### config.mk
export PLATFORM = sky130hd
export DESIGN_NAME = counting_rr_sched
export DESIGN_NICKNAME = d
export VERILOG_FILES = /design/src/rtl/counting_pkg.sv /design/src/rtl/counting_rr_arb.sv /design/src/rtl/counting_rr_sched.sv
export SDC_FILE = /design/constraint.sdc
export NUM_CORES = 1
export LEC_CHECK = 0
export ABC_CLOCK_PERIOD_IN_PS = 3700
export CORE_MARGIN = 5
export CORE_UTILIZATION = 45
export DETAILED_ROUTE_END_ITERATION = 16
export PLACE_DENSITY_LB_ADDON = 0.05
export SETUP_SLACK_MARGIN = 0.3
export SKIP_CTS_REPAIR_TIMING = 1
export SYNTH_ARGS = -nofsm -noshare
export SYNTH_HDL_FRONTEND = slang
export SYNTH_SLANG_ARGS = --single-unit
### constraint.sdc
create_clock -name clk -period 3.7 [get_ports clk]
set_input_delay 0.74 -clock clk [delete_from_list [all_inputs] [get_ports clk]]
set_output_delay 0.74 -clock clk [all_outputs]
set_load 0.05 [all_outputs]
### src/rtl/counting_pkg.sv
// Shared encodings and the 1-2-3 run-detector step function used by every
// counting engine.
package counting_pkg;

    localparam logic [1:0] ST_IDLE = 2'd0;
    localparam logic [1:0] ST_S1   = 2'd1;
    localparam logic [1:0] ST_S2   = 2'd2;
    localparam logic [1:0] ST_S3   = 2'd3;

    localparam logic [1:0] SYM_1 = 2'd1;
    localparam logic [1:0] SYM_2 = 2'd2;
    localparam logic [1:0] SYM_3 = 2'd3;

    typedef struct packed {
        logic [1:0] next_st;
        logic       hit;
    } det_res_t;

    // One symbol in flight between acceptance and the context update.
    typedef struct packed {
        logic       vld;
        logic       ch;
        logic [1:0] num;
    } stage_t;

    function automatic det_res_t det_step(input logic [1:0] cur, input logic [1:0] num);
        det_res_t r;
        r.next_st = ST_IDLE;
        r.hit     = 1'b0;
        case (num)
            SYM_1: r.next_st = ST_S1;
            SYM_2: if (cur == ST_S1 || cur == ST_S2) r.next_st = ST_S2;
            SYM_3: if (cur == ST_S2 || cur == ST_S3) r.next_st = ST_S3;
            default: r.next_st = ST_IDLE;
        endcase
        // Only the entry into S3 counts; lingering in S3 is not a new run.
        r.hit = (cur == ST_S2) && (r.next_st == ST_S3);
        return r;
    endfunction

endpackage

### src/rtl/counting_rr_arb.sv
// Two-way round-robin arbiter: a lone eligible channel always wins, a tie goes
// to the pointer channel and hands priority to the other one.
module counting_rr_arb (
    input  logic       clk,
    input  logic       rst_n,
    input  logic [1:0] elig,
    output logic [1:0] grant
);

    logic ptr_q;
    logic ptr_d;

    always_comb begin
        grant = 2'b00;
        ptr_d = ptr_q;
        case (elig)
            2'b01: grant = 2'b01;
            2'b10: grant = 2'b10;
            2'b11: begin
                grant = ptr_q ? 2'b10 : 2'b01;
                ptr_d = ~ptr_q;
            end
            default: grant = 2'b00;
        endcase
    end

    always_ff @(posedge clk) begin
        if (!rst_n) begin
            ptr_q <= 1'b0;
        end else begin
            ptr_q <= ptr_d;
        end
    end

endmodule

### src/rtl/counting_rr_sched.sv
// One shared 1-2-3 run detector serving two symbol channels round-robin, with
// per-channel contexts, tagged hit pulses and saturating hit counters.
// Handshake: a symbol on channel i is consumed on a clock edge where
// req_valid[i] && req_ready[i]; req_ready is combinational and one-hot-or-zero.
module counting_rr_sched
    import counting_pkg::*;
#(
    parameter int CNT_W = 8
) (
    input  logic               clk,
    input  logic               rst_n,
    input  logic [1:0]         req_valid,
    input  logic [3:0]         req_num,
    output logic [1:0]         req_ready,
    input  logic [1:0]         clr,
    output logic               hit_valid,
    output logic               hit_ch,
    output logic [2*CNT_W-1:0] hit_cnt
);

    localparam logic [CNT_W-1:0] CNT_MAX = {CNT_W{1'b1}};
    localparam logic [CNT_W-1:0] CNT_ONE = {{(CNT_W-1){1'b0}}, 1'b1};

    logic [1:0]       elig;
    logic [1:0]       grant;
    stage_t           stage_q, stage_d;
    logic [1:0]       ctx_q [2];
    logic [1:0]       ctx_d [2];
    logic [CNT_W-1:0] cnt_q [2];
    logic [CNT_W-1:0] cnt_d [2];
    logic             hit_valid_q, hit_valid_d;
    logic             hit_ch_q, hit_ch_d;
    logic             stage_live;
    det_res_t         res;

    assign elig = req_valid & ~clr & {2{rst_n}};

    counting_rr_arb u_arb (
        .clk   (clk),
        .rst_n (rst_n),
        .elig  (elig),
        .grant (grant)
    );

    assign req_ready = grant;

    always_comb begin
        stage_d.vld = |grant;
        stage_d.ch  = grant[1];
        stage_d.num = grant[1] ? req_num[3:2] : req_num[1:0];
    end

    // The context is committed on the same edge that captures the next accepted
    // symbol, so a back-to-back symbol on the same channel reads the fresh state.
    always_comb begin
        ctx_d       = ctx_q;
        cnt_d       = cnt_q;
        hit_valid_d = 1'b0;
        hit_ch_d    = 1'b0;
        stage_live  = stage_q.vld && !clr[stage_q.ch];
        res         = det_step(ctx_q[stage_q.ch], stage_q.num);
        if (stage_live) begin
            ctx_d[stage_q.ch] = res.next_st;
            if (res.hit) begin
                hit_valid_d = 1'b1;
                hit_ch_d    = stage_q.ch;
                if (cnt_q[stage_q.ch] != CNT_MAX) begin
                    cnt_d[stage_q.ch] = cnt_q[stage_q.ch] + CNT_ONE;
                end
            end
        end
        for (int i = 0; i < 2; i++) begin
            if (clr[i]) begin
                ctx_d[i] = ST_IDLE;
                cnt_d[i] = '0;
            end
        end
    end

    always_ff @(posedge clk) begin
        if (!rst_n) begin
            stage_q     <= '0;
            hit_valid_q <= 1'b0;
            hit_ch_q    <= 1'b0;
            for (int i = 0; i < 2; i++) begin
                ctx_q[i] <= ST_IDLE;
                cnt_q[i] <= '0;
            end
        end else begin
            stage_q     <= stage_d;
            hit_valid_q <= hit_valid_d;
            hit_ch_q    <= hit_ch_d;
            ctx_q       <= ctx_d;
            cnt_q       <= cnt_d;
        end
    end

    assign hit_valid = hit_valid_q;
    assign hit_ch    = hit_ch_q;
    assign hit_cnt   = {cnt_q[1], cnt_q[0]};

    a_ready_onehot: assert property (@(posedge clk) disable iff (!rst_n) $onehot0(req_ready));

endmodule

==> results of run 1 <==
-- layer usage --
layer	vias up	GRT usage (%)
met4	0	5.44
met1	512	21.0
li1	563	-
met2	11	23.5
met5	-	0
met3	2	2.22
-- layout make-up --
class	count	share of cell area [%]
flip-flops and latches	27	31.6
well taps	33	2.42
multi-input cells	106	46.2
clock buffers	3	1.32
inverters	2	0.440
clock inverters	1	0.440
repair buffers	31	17.6
-- Yosys cell counts, types with 2 or more instances --
| library cell | n | share of area [%] |
|---|---|---|
| sky130_fd_sc_hd__nand3_1 | 4 | 1.5 |
| sky130_fd_sc_hd__xnor2_1 | 5 | 3.2 |
| sky130_fd_sc_hd__buf_1 | 2 | 0.55 |
| sky130_fd_sc_hd__buf_6 | 2 | 1.6 |
| sky130_fd_sc_hd__and2_1 | 4 | 1.8 |
| sky130_fd_sc_hd__nand2_1 | 11 | 3.0 |
| sky130_fd_sc_hd__nand4b_1 | 2 | 1.3 |
| sky130_fd_sc_hd__nand2b_1 | 3 | 1.4 |
| sky130_fd_sc_hd__o21ba_2 | 2 | 1.5 |
| sky130_fd_sc_hd__nand4_1 | 2 | 0.91 |
| sky130_fd_sc_hd__o22ai_1 | 2 | 0.91 |
| sky130_fd_sc_hd__dfxtp_1 | 27 | 39 |
| sky130_fd_sc_hd__nand3b_1 | 2 | 1.1 |
| sky130_fd_sc_hd__nor2_1 | 17 | 4.6 |
| sky130_fd_sc_hd__a21oi_1 | 2 | 0.73 |
| sky130_fd_sc_hd__xor2_1 | 3 | 1.9 |
| sky130_fd_sc_hd__inv_1 | 2 | 0.55 |
| sky130_fd_sc_hd__ha_1 | 2 | 1.8 |
| sky130_fd_sc_hd__mux2i_1 | 22 | 16 |
| sky130_fd_sc_hd__mux2_2 | 2 | 1.6 |
| sky130_fd_sc_hd__nor2b_1 | 4 | 1.8 |
| sky130_fd_sc_hd__o21ai_0 | 2 | 0.73 |
-- logic make-up (layout without fill, tap and decap cells) --
logic type      count (synthesis)  count (layout)  share of synthesized area, %
buf+inv                         8              37                          3.54
flops                          27              27                          39.2
fa+ha+maj                       2               2                          1.82
xor+xnor                        8               8                          5.09
simple gates                   54              54                          20.9
mux                            25              25                          18.7
compound gates                 17              17                          10.7
-- power groups by stage --
| stage | sequential [mW] | combinational, mW | clock, mW |
|---|---|---|---|
| floorplan | 0.302 | 0.0245 | 0 |
| global placement | 0.303 | 0.0396 | 0 |
| detailed placement | 0.303 | 0.0396 | 0 |
| CTS | 0.297 | 0.0397 | 0.142 |
| global route | 0.298 | 0.0430 | 0.155 |
| finish | 0.297 | 0.0390 | 0.134 |
-- state kept, by name (all words and copies together) (netlist names) --
register,count
ctx_q,4
hit_valid,1
stage_q,4
hit_cnt,16
u_arb.ptr_q,1
hit_ch,1
-- critical path: stages --
cell	delay, ps
sky130_fd_sc_hd__clkdlybuf4s50_1	600
sky130_fd_sc_hd__nor2b_1	400
sky130_fd_sc_hd__nand2_1	180
sky130_fd_sc_hd__o21ba_2	260
sky130_fd_sc_hd__buf_4	190
-- worst max-delay path by stage --
stage	start	to	cells past startpoint
finish	rst_n	req_ready[1]	5
global route	rst_n	req_ready[1]	5
CTS	rst_n	req_ready[1]	5
detailed placement	rst_n	req_ready[1]	5
global placement	rst_n	req_ready[1]	5
floorplan	rst_n	req_ready[0]	3
==> impl_results.md, run 1 <==
- Power per cell area: 275 nW/um^2
- Final worst-path setup slack: 587 ps
- Internal: 355 uW
- Max Cap Viol: 0
- Fin. Hold Viols: 0
- Hold-critical path depth: 2
- Number of cells produced by synthesis: 141
- Total Power: 470 uW
- Half-perimeter wire length of the detailed placement result: 2250 um
- Met3 Wirelength: 80 um
- Wire length of the first global-routing pass: 5030 um
- Top-Level Pins: 30
- Mean post-synth cell area: 9.77 um^2
- Largest net degree at the start of global routing: 17
- Origin of the worst min-delay path: ctx_q[1]
- Final clock skew: 9.32 ps
- Mapped Nets: 153
- Final routed wirelength across all metal layers: 2900 um
- Share of the yosys chip area belonging to registers: 39.2%
- Min cycle time layout: 3110 ps
- Wire per inst: 14.3 um
- H-tree lvl count: 1
- CP endpoint kind: output port
- Most instantiated flip-flop cell in the synthesis netlist: sky130_fd_sc_hd__dfxtp_1
- Number of buffers added by the clock tree synthesis step: 3
- Netlist area before placement: 1380 um^2
- Initial Util: 45.9%
- Clk Tree Root Cell: sky130_fd_sc_hd__clkbuf_4
- Worst r2r src: stage_q[2]
- Tot GR Track Use: 15.1%
- Setup TNS: 0 ps
- Leakage component of the power: 0.614 nW
- Routed metal-1 wirelength: 1410 um
- Maximum root-to-sink buffer count: 2
- Vias in the first global route: 1,088
- CTS tree: built
- Largest vdd supply drop: 166 uV
- Clock slew at reported path FFs: 150 ps
- Fill count: 269
- Routability congestion estimate: 0.829
- Final instance area: 1710 um^2
- Endpoint of the lowest-slack register-to-register path: hit_cnt[2]
- Routed Antenna Nets: 0
- Setup repair after global routing missed its margin: false
- Total of flip-flops plus latches after synthesis: 27
- Iteration-0 DRC Markers: 29
- Leading cell types in the layout, fill and taps excluded: 27 x sky130_fd_sc_hd__dfxtp_1, 27 x sky130_fd_sc_hd__clkdlybuf4s50_1, 22 x sky130_fd_sc_hd__mux2i_1
- Initial antenna violation count: 0
- Die X-Extent: 65.3 um
- Post-detailed-route DRC marker count: 0
- Worst slack, placed: 606 ps
- Chip Height: 65.3 um
- Sequential group share of total power: 63.2%
- Instance area after placement: 1680 um^2
- Uppermost routed layer: met4
- Path type of the worst setup path: in -> out
- Upper clock frequency limit: 321 MHz
- Register-to-Register Path Depth: 7
- Required time of the critical path: 2960 ps
- Clock latency on the worst-skew pair: 330 ps
- Yosys synthesis warning count: 0
- Core Rows: 20
- Worst slack on hold paths: 514 ps
- Relative max-transition margin: 59.2%
- Sum of met2 wire segment lengths after detailed routing: 1390 um
- Area occupied by registers: 541 um^2
- CP Launch Type: input port
- Synthesis-to-layout area growth: 24.0%
- FF-to-FF setup slack: 1080 ps
- Transition time at the pin with the least slew margin: 611 ps
- Net switching share of the total power: 24.5%
- Sw Pwr: 115 uW
- Port Buffers: 29
- Share of the core filled with cells in the final layout: 56.9%
- Number of enable flip-flop cells after synthesis: 0
- First-pass iteration count of the detailed router: 4
- Diodes inserted: 0
- Cell count after placement: 199
- Area of the multi-input gates: 788 um^2
- Combinational Power Share: 8.3%
- Ratio of final minimum period to clock period: 84.1%
- Post-synthesis cell type count: 39
- Power share of the clock group: 28.5%
- Hold Path Sink: ctx_q[1]
- Clk sink count: 27
- Vias per cell: 5.36
- Class of the most critical hold timing path: reg -> reg
- Via total after detailed routing: 1,088
- Final non-filler cell total: 203
- Share of async-settable or async-resettable flops after synthesis: 0%
- Result of the run: finished clean
- Maximum fanout along the worst path: 9
- Die Area: 4270 um^2
- Signal arrival time at the worst endpoint: 2370 ps
- Total number of nets in the final design: 183
- Ratio of cells with drive above 1 in the final layout: 10.0%
- Count of endpoints failing setup in the final report: 0
- Placeable core region: 3000 um^2
- Final Max Tran Viols: 0
- Grt total ovfl: 0
Power figures use the tool's default switching activity.
==> run 2: changes to the inputs <==
--- a/config.mk
+++ b/config.mk
@@ -5,7 +5,7 @@
 export SDC_FILE = /design/constraint.sdc
 export NUM_CORES = 1
 export LEC_CHECK = 0
-export ABC_CLOCK_PERIOD_IN_PS = 3700
+export ABC_CLOCK_PERIOD_IN_PS = 3000
 export CORE_MARGIN = 5
 export CORE_UTILIZATION = 45
 export DETAILED_ROUTE_END_ITERATION = 16
==> constraint.sdc (replaced) <==
create_clock -name clk -period 3 [get_ports clk]
set_input_delay 0.6 -clock clk [delete_from_list [all_inputs] [get_ports clk]]
set_output_delay 0.6 -clock clk [all_outputs]
set_load 0.05 [all_outputs]
==> impl_results.md, run 2 (same netlist as run 1, synthesis figures left out) <==
- Result of the run: finished clean
- Final routed wirelength across all metal layers: 3080 um (+6.1%)
- Power per cell area: 331 nW/um^2 (+20%)
- Clk sink count: 27 (unchanged)
- H-tree lvl count: 1 (unchanged)
- Worst slack, placed: 271 ps (-336 ps)
- Critical path's top delay family: buffers and inverters
- Final instance area: 1740 um^2 (+1.7%)
- Routability congestion estimate: 0.810 (-2.3%)
- Area occupied by registers: 541 um^2 (unchanged)
- Required time of the critical path: 3230 ps (+270 ps)
- Diodes inserted: 0 (unchanged)
- Largest net degree at the start of global routing: 16 (-1)
- Setup repair after global routing missed its margin: false
- Final clock skew: 13.3 ps (+3.95 ps)
- Most frequent cell on the critical path: sky130_fd_sc_hd__buf_4
- Upper clock frequency limit: 399 MHz
- Ratio of cells with drive above 1 in the final layout: 11.0% (+1.0 points)
- Leading cell types in the layout, fill and taps excluded: 27 x sky130_fd_sc_hd__dfxtp_1, 26 x sky130_fd_sc_hd__clkdlybuf4s50_1, 22 x sky130_fd_sc_hd__mux2i_1
- Final worst-path setup slack: 492 ps (-94.7 ps)
- Maximum fanout along the worst path: 15 (+6)
- Area of the multi-input gates: 791 um^2 (+0.32%)
- CTS tree: built
- Most common cell after layout, fill and taps aside: sky130_fd_sc_hd__dfxtp_1
- Transition time at the pin with the least slew margin: 630 ps (+19.2 ps)
- Via total after detailed routing: 1,116 (+2.6%)
- Fin. Hold Viols: 0 (unchanged)
- Max stage delay on crit path: 540 ps (-60 ps)
- Path type of the worst setup path: reg -> reg
- Number of buffers added by the clock tree synthesis step: 3 (unchanged)
- Ratio of final minimum period to clock period: 83.6%
- Vias in the first global route: 1,104 (+1.5%)
- Half-perimeter wire length of the detailed placement result: 2380 um (+5.9%)
- Hold-critical path depth: 2 (unchanged)
- Clock latency on the worst-skew pair: 330 ps (about the same)
- Setup TNS: 0 ps (unchanged)
- Clk Tree Root Cell: sky130_fd_sc_hd__clkbuf_4
- Vias per cell: 5.44 (+1.6%)
- Top-Level Pins: 30 (unchanged)
- Min cycle time layout: 2510 ps
- Register-to-Register Path Depth: 7 (unchanged)
- Die X-Extent: 65.3 um (unchanged)
- Grt total ovfl: 0 (unchanged)
- Tot GR Track Use: 16.1% (+1.0 points)
- Max Cap Viol: 0 (unchanged)
- FF-to-FF setup slack: 490 ps (-590 ps)
- Wire length of the first global-routing pass: 5260 um (+4.5%)
- Cell count along the critical path: 7 (+2)
- Final Max Tran Viols: 0 (unchanged)
- Relative max-transition margin: 57.9% (-1.3 points)
- CP endpoint kind: register
- CP Cell Sequence: buf_4 -> mux2_4 -> or4_1 -> a311oi_2 -> buf_4 -> a21oi_1 -> a31o_2
- Synthesis-to-layout area growth: 26.1%
- Fill count: 290 (+7.8%)
- Initial Util: 45.9% (unchanged)
- Routed Antenna Nets: 0 (unchanged)
- First-pass iteration count of the detailed router: 4 (unchanged)
- CP Launch Type: register
- Initial antenna violation count: 0 (unchanged)
- Die Area: 4270 um^2 (unchanged)
- Total number of nets in the final design: 185 (+1.1%)
- Signal arrival time at the worst endpoint: 2740 ps (+370 ps)
- Iteration-0 DRC Markers: 67 (+130%)
- Count of endpoints failing setup in the final report: 0 (unchanged)
- Worst path slowest cell: sky130_fd_sc_hd__dfxtp_1
- Count of buffer and inverter cells on the critical path: 2 (unchanged)
- Wire per inst: 15.0 um (+5.1%)
- Leakage component of the power: 0.638 nW (+3.8%)
- Maximum root-to-sink buffer count: 2 (unchanged)
- Port Buffers: 29 (unchanged)
- Clock slew at reported path FFs: 150 ps (about the same)
- Flip-flop count of the largest register after layout: 16 (unchanged)
- Class of the most critical hold timing path: reg -> reg
- Post-detailed-route DRC marker count: 0 (unchanged)
- Core Rows: 20 (unchanged)
- Largest vdd supply drop: 256 uV (+54%)
- Instance area after placement: 1710 um^2 (+1.6%)
- Placeable core region: 3000 um^2 (unchanged)
- Chip Height: 65.3 um (unchanged)
[run 2: changes by cell type in the layout (fill, tap and decap cells not counted), sizes merged]
cell           change
dlymetal6s2s       +1
clkinvlp           -1
clkbuf             +1
buf                +2
clkdlybuf4s50      -1
[run 2: metrics by stage]
step	instances	utilization [%]	hold WS [ps]	power (mW)
finish	205	57.8	522	0.575
detailed placement	201	56.8	494	0.426
CTS	205	57.7	527	0.581
global placement	201	56.8	477	0.424
global route	205	57.8	583	0.607
floorplan	141	-	460	0.403
[run 2: routing by layer]
layer  global-route usage (%)  part of all wire (%)
met1                     21.0                    46
met2                     26.0                    49
met3                     4.27                   3.9
met4                     4.40                   1.0
met5                        0                     0
[run 2: worst register-to-register path: cells and delay by family (launching register included)]
family                 cells  cell delay [ps]
buffers and inverters      2              550
AOI/OAI and AO/OA          3              550
DFF                        1              540
and+or+nand+nor            1              420
muxes                      1              340
[run 2: area by class of cell]
| type | instances | share of cell area [%] |
|---|---|---|
| Clock buffer | 4 | 1.51 |
| Multi-Input combinational cell | 106 | 45.5 |
| Sequential cell | 27 | 31.1 |
| Timing Repair Buffer | 33 | 19.0 |
| Tap cell | 33 | 2.38 |
| Inverter | 2 | 0.432 |
[run 2: worst paths after layout]
check | from | to
max | stage_q[2] | hit_cnt[2]
min | ctx_q[1] | ctx_q[1]
max reg2reg | stage_q[2] | hit_cnt[2]
min reg2reg | ctx_q[1] | ctx_q[1]
[run 2: power by group]
group / leakage, nW / total [mW] / switching (mW) / internal (mW)
combinational: 0.405 / 0.0518 / 0.0254 / 0.0264
sequential: 0.218 / 0.366 / 0.00382 / 0.362
clock: 0.0150 / 0.157 / 0.105 / 0.0522
total: 0.638 / 0.575 / 0.134 / 0.441
==> run 3: changes to the inputs <==
--- a/config.mk
+++ b/config.mk
@@ -5,7 +5,7 @@
 export SDC_FILE = /design/constraint.sdc
 export NUM_CORES = 1
 export LEC_CHECK = 0
-export ABC_CLOCK_PERIOD_IN_PS = 3000
+export ABC_CLOCK_PERIOD_IN_PS = 2400
 export CORE_MARGIN = 5
 export CORE_UTILIZATION = 45
 export DETAILED_ROUTE_END_ITERATION = 16
==> constraint.sdc (replaced) <==
create_clock -name clk -period 2.4 [get_ports clk]
set_input_delay 0.48 -clock clk [delete_from_list [all_inputs] [get_ports clk]]
set_output_delay 0.48 -clock clk [all_outputs]
set_load 0.05 [all_outputs]
==> impl_results.md, run 3 (same netlist as run 1, synthesis figures left out) <==
- Result of the run: finished clean
- Iteration-0 DRC Markers: 51 (-24%)
- Max stage delay on crit path: 420 ps (-120 ps)
- Final worst-path setup slack: 221 ps (-271 ps)
- Transition time at the pin with the least slew margin: 506 ps (-124 ps)
- Ratio of cells with drive above 1 in the final layout: 29.3% (+18 points)
- Critical path's top delay family: buffers and inverters
- Core Rows: 20 (unchanged)
- Initial antenna violation count: 0 (unchanged)
- Tot GR Track Use: 15.1% (-0.93 points)
- Worst slack, placed: -95.0 ps (-366 ps)
- Synthesis-to-layout area growth: 45.1%
- Power share of the clock group: 26.8% (-0.5 points)
- Initial Util: 45.9% (unchanged)
- Total Power: 738 uW (+28%)
- Sw Pwr: 179 uW (+34%)
- First-pass iteration count of the detailed router: 4 (unchanged)
- Setup repair after global routing missed its margin: true
- Share of the core filled with cells in the final layout: 66.5% (+8.7 points)
- Flip-flop count of the largest register after layout: 16 (unchanged)
- Grt total ovfl: 0 (unchanged)
- H-tree lvl count: 1 (unchanged)
- Port Buffers: 29 (unchanged)
- Most common cell after layout, fill and taps aside: sky130_fd_sc_hd__dfxtp_1
- Chip Height: 65.3 um (unchanged)
- CP endpoint kind: output port
- Class of the most critical hold timing path: reg -> reg
- Combinational Power Share: 11.1% (+2.1 points)
- Power per cell area: 369 nW/um^2 (+12%)
- Sequential group share of total power: 62.1% (-1.6 points)
- Signal arrival time at the worst endpoint: 1700 ps (-1040 ps)
- Vias in the first global route: 1,107 (+0.27%)
- Path type of the worst setup path: in -> out
- Placeable core region: 3000 um^2 (unchanged)
- Wire per inst: 15.4 um (+2.6%)
- Instance area after placement: 1820 um^2 (+6.7%)
- Final routed wirelength across all metal layers: 3400 um (+11%)
- Total number of nets in the final design: 201 (+8.6%)
- CP Launch Type: input port
- Net switching share of the total power: 24.2% (+0.94 points)
- Via total after detailed routing: 1,191 (+6.7%)
- Largest vdd supply drop: 273 uV (+6.7%)
- Clk sink count: 27 (unchanged)
- Clock slew at reported path FFs: 150 ps (about the same)
- Routed Antenna Nets: 0 (unchanged)
- Clock latency on the worst-skew pair: 320 ps (about the same)
- Final Max Tran Viols: 0 (unchanged)
- Maximum root-to-sink buffer count: 2 (unchanged)
- Largest net degree at the start of global routing: 16 (unchanged)
- Routability congestion estimate: 0.856 (+5.8%)
- Max Cap Viol: 0 (unchanged)
- Maximum fanout along the worst path: 4 (-11)
- Vias per cell: 5.39 (-1.0%)
- Final clock skew: 11.7 ps (-1.56 ps)
- CTS tree: built
- CP Cell Sequence: clkdlybuf4s50_1 -> buf_4 -> nor2b_2 -> nand2_1 -> o21ba_4 -> buf_12
- Clk Tree Root Cell: sky130_fd_sc_hd__clkbuf_4
- Count of buffer and inverter cells on the critical path: 3 (+1)
- Internal: 559 uW (+27%)
- Relative max-transition margin: 66.2% (+8.3 points)
- Leading cell types in the layout, fill and taps excluded: 22 x sky130_fd_sc_hd__dfxtp_1, 21 x sky130_fd_sc_hd__mux2i_1, 19 x sky130_fd_sc_hd__clkdlybuf4s50_1
- Die Area: 4270 um^2 (unchanged)
- Post-detailed-route DRC marker count: 0 (unchanged)
- Required time of the critical path: 1920 ps (-1310 ps)
- Number of buffers added by the clock tree synthesis step: 3 (unchanged)
- Fin. Hold Viols: 0 (unchanged)
- Ratio of final minimum period to clock period: 90.8%
- Upper clock frequency limit: 459 MHz
- Half-perimeter wire length of the detailed placement result: 2490 um (+4.4%)
- Final instance area: 2000 um^2 (+15%)
- Count of endpoints failing setup in the final report: 0 (unchanged)
- Wire length of the first global-routing pass: 5120 um (-2.6%)
- Diodes inserted: 0 (unchanged)
- Min cycle time layout: 2180 ps
- Die X-Extent: 65.3 um (unchanged)
- Top-Level Pins: 30 (unchanged)
- Worst path slowest cell: sky130_fd_sc_hd__clkdlybuf4s50_1
- Leakage component of the power: 0.889 nW (+39%)
## run 3: cell count changes in the layout (fill, tap and decap cells not counted), sizes merged
cell,change
buf,+16
clkinv,+1
dlymetal6s2s,+7
clkdlybuf4s50,-7
clkbuf,-1
## run 3: cell type report
cell class	count	area, um^2
clock buffers	3	22.5
fillers	259	1000
clock inverters	1	5.00
repair buffers	49	487
flip-flops and latches	27	549
inverters	2	7.51
multi-input cells	106	886
well taps	33	41.3
## run 3: worst paths after layout
path              start      endpoint  slack, ps  depth (start not counted)
max reg2reg  stage_q[2]    hit_cnt[2]        230                          7
max              clr[1]  req_ready[1]        220                          6
min reg2reg  hit_cnt[5]    hit_cnt[5]        520                          2
min          hit_cnt[5]    hit_cnt[5]        520                          2
## run 3: worst register-to-register path, delay by kind of cell, from the launching register on
family / cells / cell delay, ps
compound gates: 3 / 510
buf+inv: 2 / 350
mux: 1 / 310
flops: 1 / 440
simple gates: 1 / 480
## run 3: power by group through the flow
stage	combinational [mW]	sequential (mW)	clock [mW]
5_1_grt	0.0882	0.459	0.230
6_report	0.0818	0.458	0.198
4_1_cts	0.0725	0.459	0.207
3_3_place_gp	0.0713	0.469	0
3_5_place_dp	0.0724	0.469	0
2_1_floorplan	0.0411	0.466	0
## run 3: stage by stage
| stage | TNS (ps) | cells | hold WS, ps |
|---|---|---|---|
| after floorplan | 0 | 141 | 460 |
| after global placement | -276 | 210 | 482 |
| after detailed placement | -415 | 210 | 485 |
| after CTS | 0 | 214 | 518 |
| after global routing | 0 | 221 | 542 |
| final | 0 | 221 | 520 |
## run 3: routing by layer
| layer | global-route usage, % | up-vias | wire length [um] |
|---|---|---|---|
| met1 | 20.4 | 576 | 1590 |
| met4 | 2.85 | 0 | 15 |
| met5 | 0 | - | 0 |
| met2 | 25.4 | 20 | 1670 |
| li1 | - | 593 | - |
| met3 | 2.74 | 2 | 130 |
==> patch 1 (config.mk and constraints of run 3) <==
Set the parameter `CNT_W` to 6 (it was 8).
--- a/src/rtl/counting_rr_sched.sv
+++ b/src/rtl/counting_rr_sched.sv
@@ -5,7 +5,7 @@
 module counting_rr_sched
     import counting_pkg::*;
 #(
-    parameter int CNT_W = 8
+    parameter int CNT_W = 6
 ) (
     input  logic               clk,
     input  logic               rst_n,
Interface: changed (resized hit_cnt); port bits go from 30 to 26. No check against the original RTL was run, so the function may have changed too.
==> patch 1 against run 3 <==
Critical endpoint is now hit_cnt[8]. Clock power fell by 12%. Setup slack gained 130 ps. Design area is 15% lower. Count of clock-buffer cells in the layout is the same. Synthesized area shrank 10%. Sequential cell count shrank 4. Register-to-register slack improved by 120 ps. Wire length decreased by 11%. Die area is 8.7% lower. Combinational power fell by 17%. Non-clock buffer count shrank 12. Sequential share of layout area fell by 0.11 points. Highest routed layer unchanged. Fmax is 6.2% higher. Power decreased by 14%. Critical path type is now flop to flop.
==> patch 1: results (changes against run 3) <==
* Status: finished clean
* Top_reg_cell synth: dfxtp_1
* CP max FO at 6 (+2)
* CP peak stage delay at 460 ps (+40 ps)
* Dpl ws at 149 ps (+244 ps)
* Fin Clk Skew at 10.0 ps (-1.69 ps)
* Port Buffers at 25 (-14%)
* Critical Path AT at 2300 ps (+600 ps)
* Area contributors post-synth: dfxtp_1 (37%), mux2i_1 (7.3%), a21oi_1 (3.2%)
* Most frequent cells after synthesis: dfxtp_1 (23), mux2i_1 (9), a21oi_1 (8), nor2_1 (8)
* Vias in the first global route at 1125 (+1.6%)
* Fillers at 217 (-16%)
* Worst vdd ir at 0.000369 V (+35%)
* Worst-path clk slew at 130 ps (-20 ps)
* Register area share after synthesis at 37.2% (-2.0 points)
* Vias after detailed routing at 1174 (-1.4%)
* Slowest-stage cell, CP: or4_1
* Syn nets at 149 (-2.6%)
* Pleak at 0.714 nW (-20%)
* Htree depth at 1 (unchanged)
* Cell variety after synth at 46 (+18%)
* Hpwl dp at 2250 um (-9.8%)
* Tot GR Track Use at 15.6% (+0.48 points)
* Max FFs per register at 12 (-4)
* Gp weighted congestion at 0.792 (-7.5%)
* # nets final at 185 (-8.0%)
* Wirelength, routed at 3020 um (-11%)
* Share of cells above drive strength 1 at 19.2% (-10 points)
* Hold crit path type: input port to flop
* CP top delay family: simple AND/OR/NAND/NOR gates
* Root Driver: clkbuf_4
* Initial drt markers at 58 (+14%)
* Critical path type: flop to flop
* HP Start: rst_n
* Worst-margin pin slew at 507 ps (+1.34 ps)
* First-pass GRT wire length at 5090 um (-0.53%)
-- patch 1: final cells by class --
class                           count  area (sq um)  share of cell area [%]
Sequential cell                    23           464                    27.4
Clock inverter                      1          5.00                   0.295
Multi-Input combinational cell    104           785                    46.3
Clock buffer                        3          22.5                    1.33
Timing Repair Buffer               37           365                    21.5
Inverter                            4          15.0                   0.886
Tap cell                           31          38.8                    2.29
-- patch 1: worst reg2reg max path: stages, from the launching register on --
cell and delay [ps]:
dfxtp_4 410, mux2_4 320, ha_4 170, and4b_1 220, o22a_4 280, or4_1 460
a21oi_1 130
-- patch 1: worst paths after layout --
check | endpoint | slack [ps] | cells past startpoint
worst min register to register | hit_valid | 520 | 1
worst max register to register | hit_cnt[8] | 350 | 6
worst min-delay path | u_arb.ptr_q | 510 | 2
worst max-delay path | hit_cnt[8] | 350 | 6
-- patch 1: cell families (layout without fill, tap and decap cells) --
family | after synthesis | in the layout | synth area share, %
simple gates | 52 | 52 | 26.0
compound gates | 36 | 37 | 19.9
flops | 23 | 23 | 37.2
mux | 11 | 11 | 9.10
buf+inv | 11 | 45 | 4.35
fa+ha+maj | 2 | 2 | 2.02
xor+xnor | 2 | 2 | 1.42
-- patch 1: through the flow --
| stage | area (sq um) | total power [mW] | hold slack, ps | cells | utilization, % |
|---|---|---|---|---|---|
| after global routing | 1700 | 0.667 | 494 | 203 | 63.1 |
| after floorplan | 1280 | 0.433 | 460 | 137 | - |
| after global placement | 1580 | 0.464 | 486 | 194 | 58.8 |
| after detailed placement | 1580 | 0.465 | 492 | 194 | 58.8 |
| final | 1700 | 0.634 | 506 | 203 | 63.1 |
| after CTS | 1610 | 0.640 | 523 | 198 | 59.8 |
-- patch 1: power breakdown --
part | total [mW] | internal, mW | switching [mW]
combinational | 0.0676 | 0.0355 | 0.0321
sequential | 0.392 | 0.386 | 0.00567
clock | 0.175 | 0.0621 | 0.113
total | 0.634 | 0.484 | 0.151
-- patch 1: per-layer routing --
metal / global-route usage (%) / vias up / share of wire (%)
li1: - / 592 / -
met2: 27.7 / 26 / 52
met3: 3.78 / 2 / 5.0
met4: 5.84 / 0 / 0.56
met1: 17.9 / 554 / 43
met5: 0 / - / 0
==> patch 2 (flow settings as in run 3) <==
Made on the original files. Reset style: asynchronous (`rst_n`), changed in 2 clocked blocks.
--- a/src/rtl/counting_rr_arb.sv
+++ b/src/rtl/counting_rr_arb.sv
@@ -24,7 +24,7 @@
         endcase
     end
 
-    always_ff @(posedge clk) begin
+    always_ff @(posedge clk or negedge rst_n) begin
         if (!rst_n) begin
             ptr_q <= 1'b0;
         end else begin
--- a/src/rtl/counting_rr_sched.sv
+++ b/src/rtl/counting_rr_sched.sv
@@ -77,7 +77,7 @@
         end
     end
 
-    always_ff @(posedge clk) begin
+    always_ff @(posedge clk or negedge rst_n) begin
         if (!rst_n) begin
             stage_q     <= '0;
             hit_valid_q <= 1'b0;
Formal check against the unedited RTL: differs if rst_n is asserted again (counterexample within 10 cycles, from zero or initial values and one cycle with rst_n low); with rst_n held inactive, the same outputs for 10 cycles.
==> patch 2 against run 3 <==
Synthesized area up 12%. Setup slack better by 58 ps. Count of clock-buffer cells in the layout up 1. Sequential cell count unchanged. Wire length up 5.2%. Critical path depth down 1. Clock power down 3%. Highest routed layer unchanged. Largest power group unchanged. Power up 4.6%. Design area up 0.81%.
==> patch 2: results (changes against run 3) <==
* Sw frac at 24.8% (+0.54 points)
* Share of cells above drive strength 1 at 14.2% (-15 points)
* WL/cell at 15.6 um (+1.5%)
* Met1 GRT Util at 21.2% (+0.78 points)
* Clock group share of total power at 24.9% (-1.9 points)
* WL met1 at 1430 um (-10%)
* Critical Path AT at 1640 ps (-60 ps)
* Via density per instance at 5.50 (+2.0%)
* Vias after detailed routing at 1259 (+5.7%)
* Reg2Reg Setup Slack at 410 ps (+180 ps)
* Cell count of the worst reg-to-reg path at 6 (-1)
* Syn nets at 158 (+3.3%)
* Hpwl dp at 2730 um (+9.8%)
* Ys async rst share at 100% (+100 points)
* Area contributors post-synth: dfrtp_1 (44%), mux2i_1 (12%), mux2_2 (3.7%)
* Adder-Cell Fraction of Synth Area at 1.63% (-0.19 points)
* Met2 Use GR at 30.2% (+4.7 points)
* Reg-to-reg endpoint: hit_cnt[9]
* Complex-gate fraction of the synthesized area at 9.60% (-1.1 points)
* Vias in the first global route at 1244 (+12%)
* # nets final at 196 (-2.5%)
* Syn Inst Count at 146 (+3.5%)
* Met3 usage at 2.63% (-0.11 points)
* Area post-placement at 0.00192 sq mm (+5.4%)
* Placed Cells at 223 (+6.2%)
* First-pass GRT wire length at 6070 um (+19%)
* CP peak stage delay at 440 ps (+20 ps)
* Period utilization at 88.4% (-2.4 points)
* Status: finished clean
* FF-to-FF Start: stage_q[2]
* Met3 wire length at 175 um (+35%)
* Pleak at 1.21 nW (+36%)
* Fin Clk Skew at 3.35 ps (-8.34 ps)
* Gp weighted congestion at 0.917 (+7.1%)
[patch 2: changes by cell type in the layout (fill, tap and decap cells not counted), moves of 6 or more]
| cell | before | now |
|---|---|---|
| nand2_1 | 8 | 15 |
| dfxtp_1 | 22 | 0 |
| clkdlybuf4s50_1 | 19 | 12 |
| nor2_1 | 17 | 5 |
| buf_4 | 15 | 9 |
| dlymetal6s2s_1 | 8 | 15 |
| dfrtp_1 | 0 | 26 |
[patch 2: area by class of cell]
| class | instances | area (sq um) |
|---|---|---|
| fill | 287 | 1300 |
| multi-input combinational | 109 | 820 |
| sequential | 27 | 677 |
| timing repair buffer | 38 | 415 |
| tap | 46 | 57.6 |
| clock buffer | 4 | 26.3 |
| inverter | 5 | 18.8 |
[patch 2: worst max-delay path by stage]
stage | to | depth (start not counted)
after floorplan | hit_cnt[1] | 8
after global placement | req_ready[1] | 5
after detailed placement | req_ready[1] | 5
after CTS | req_ready[1] | 5
after global routing | req_ready[1] | 5
final | req_ready[1] | 5
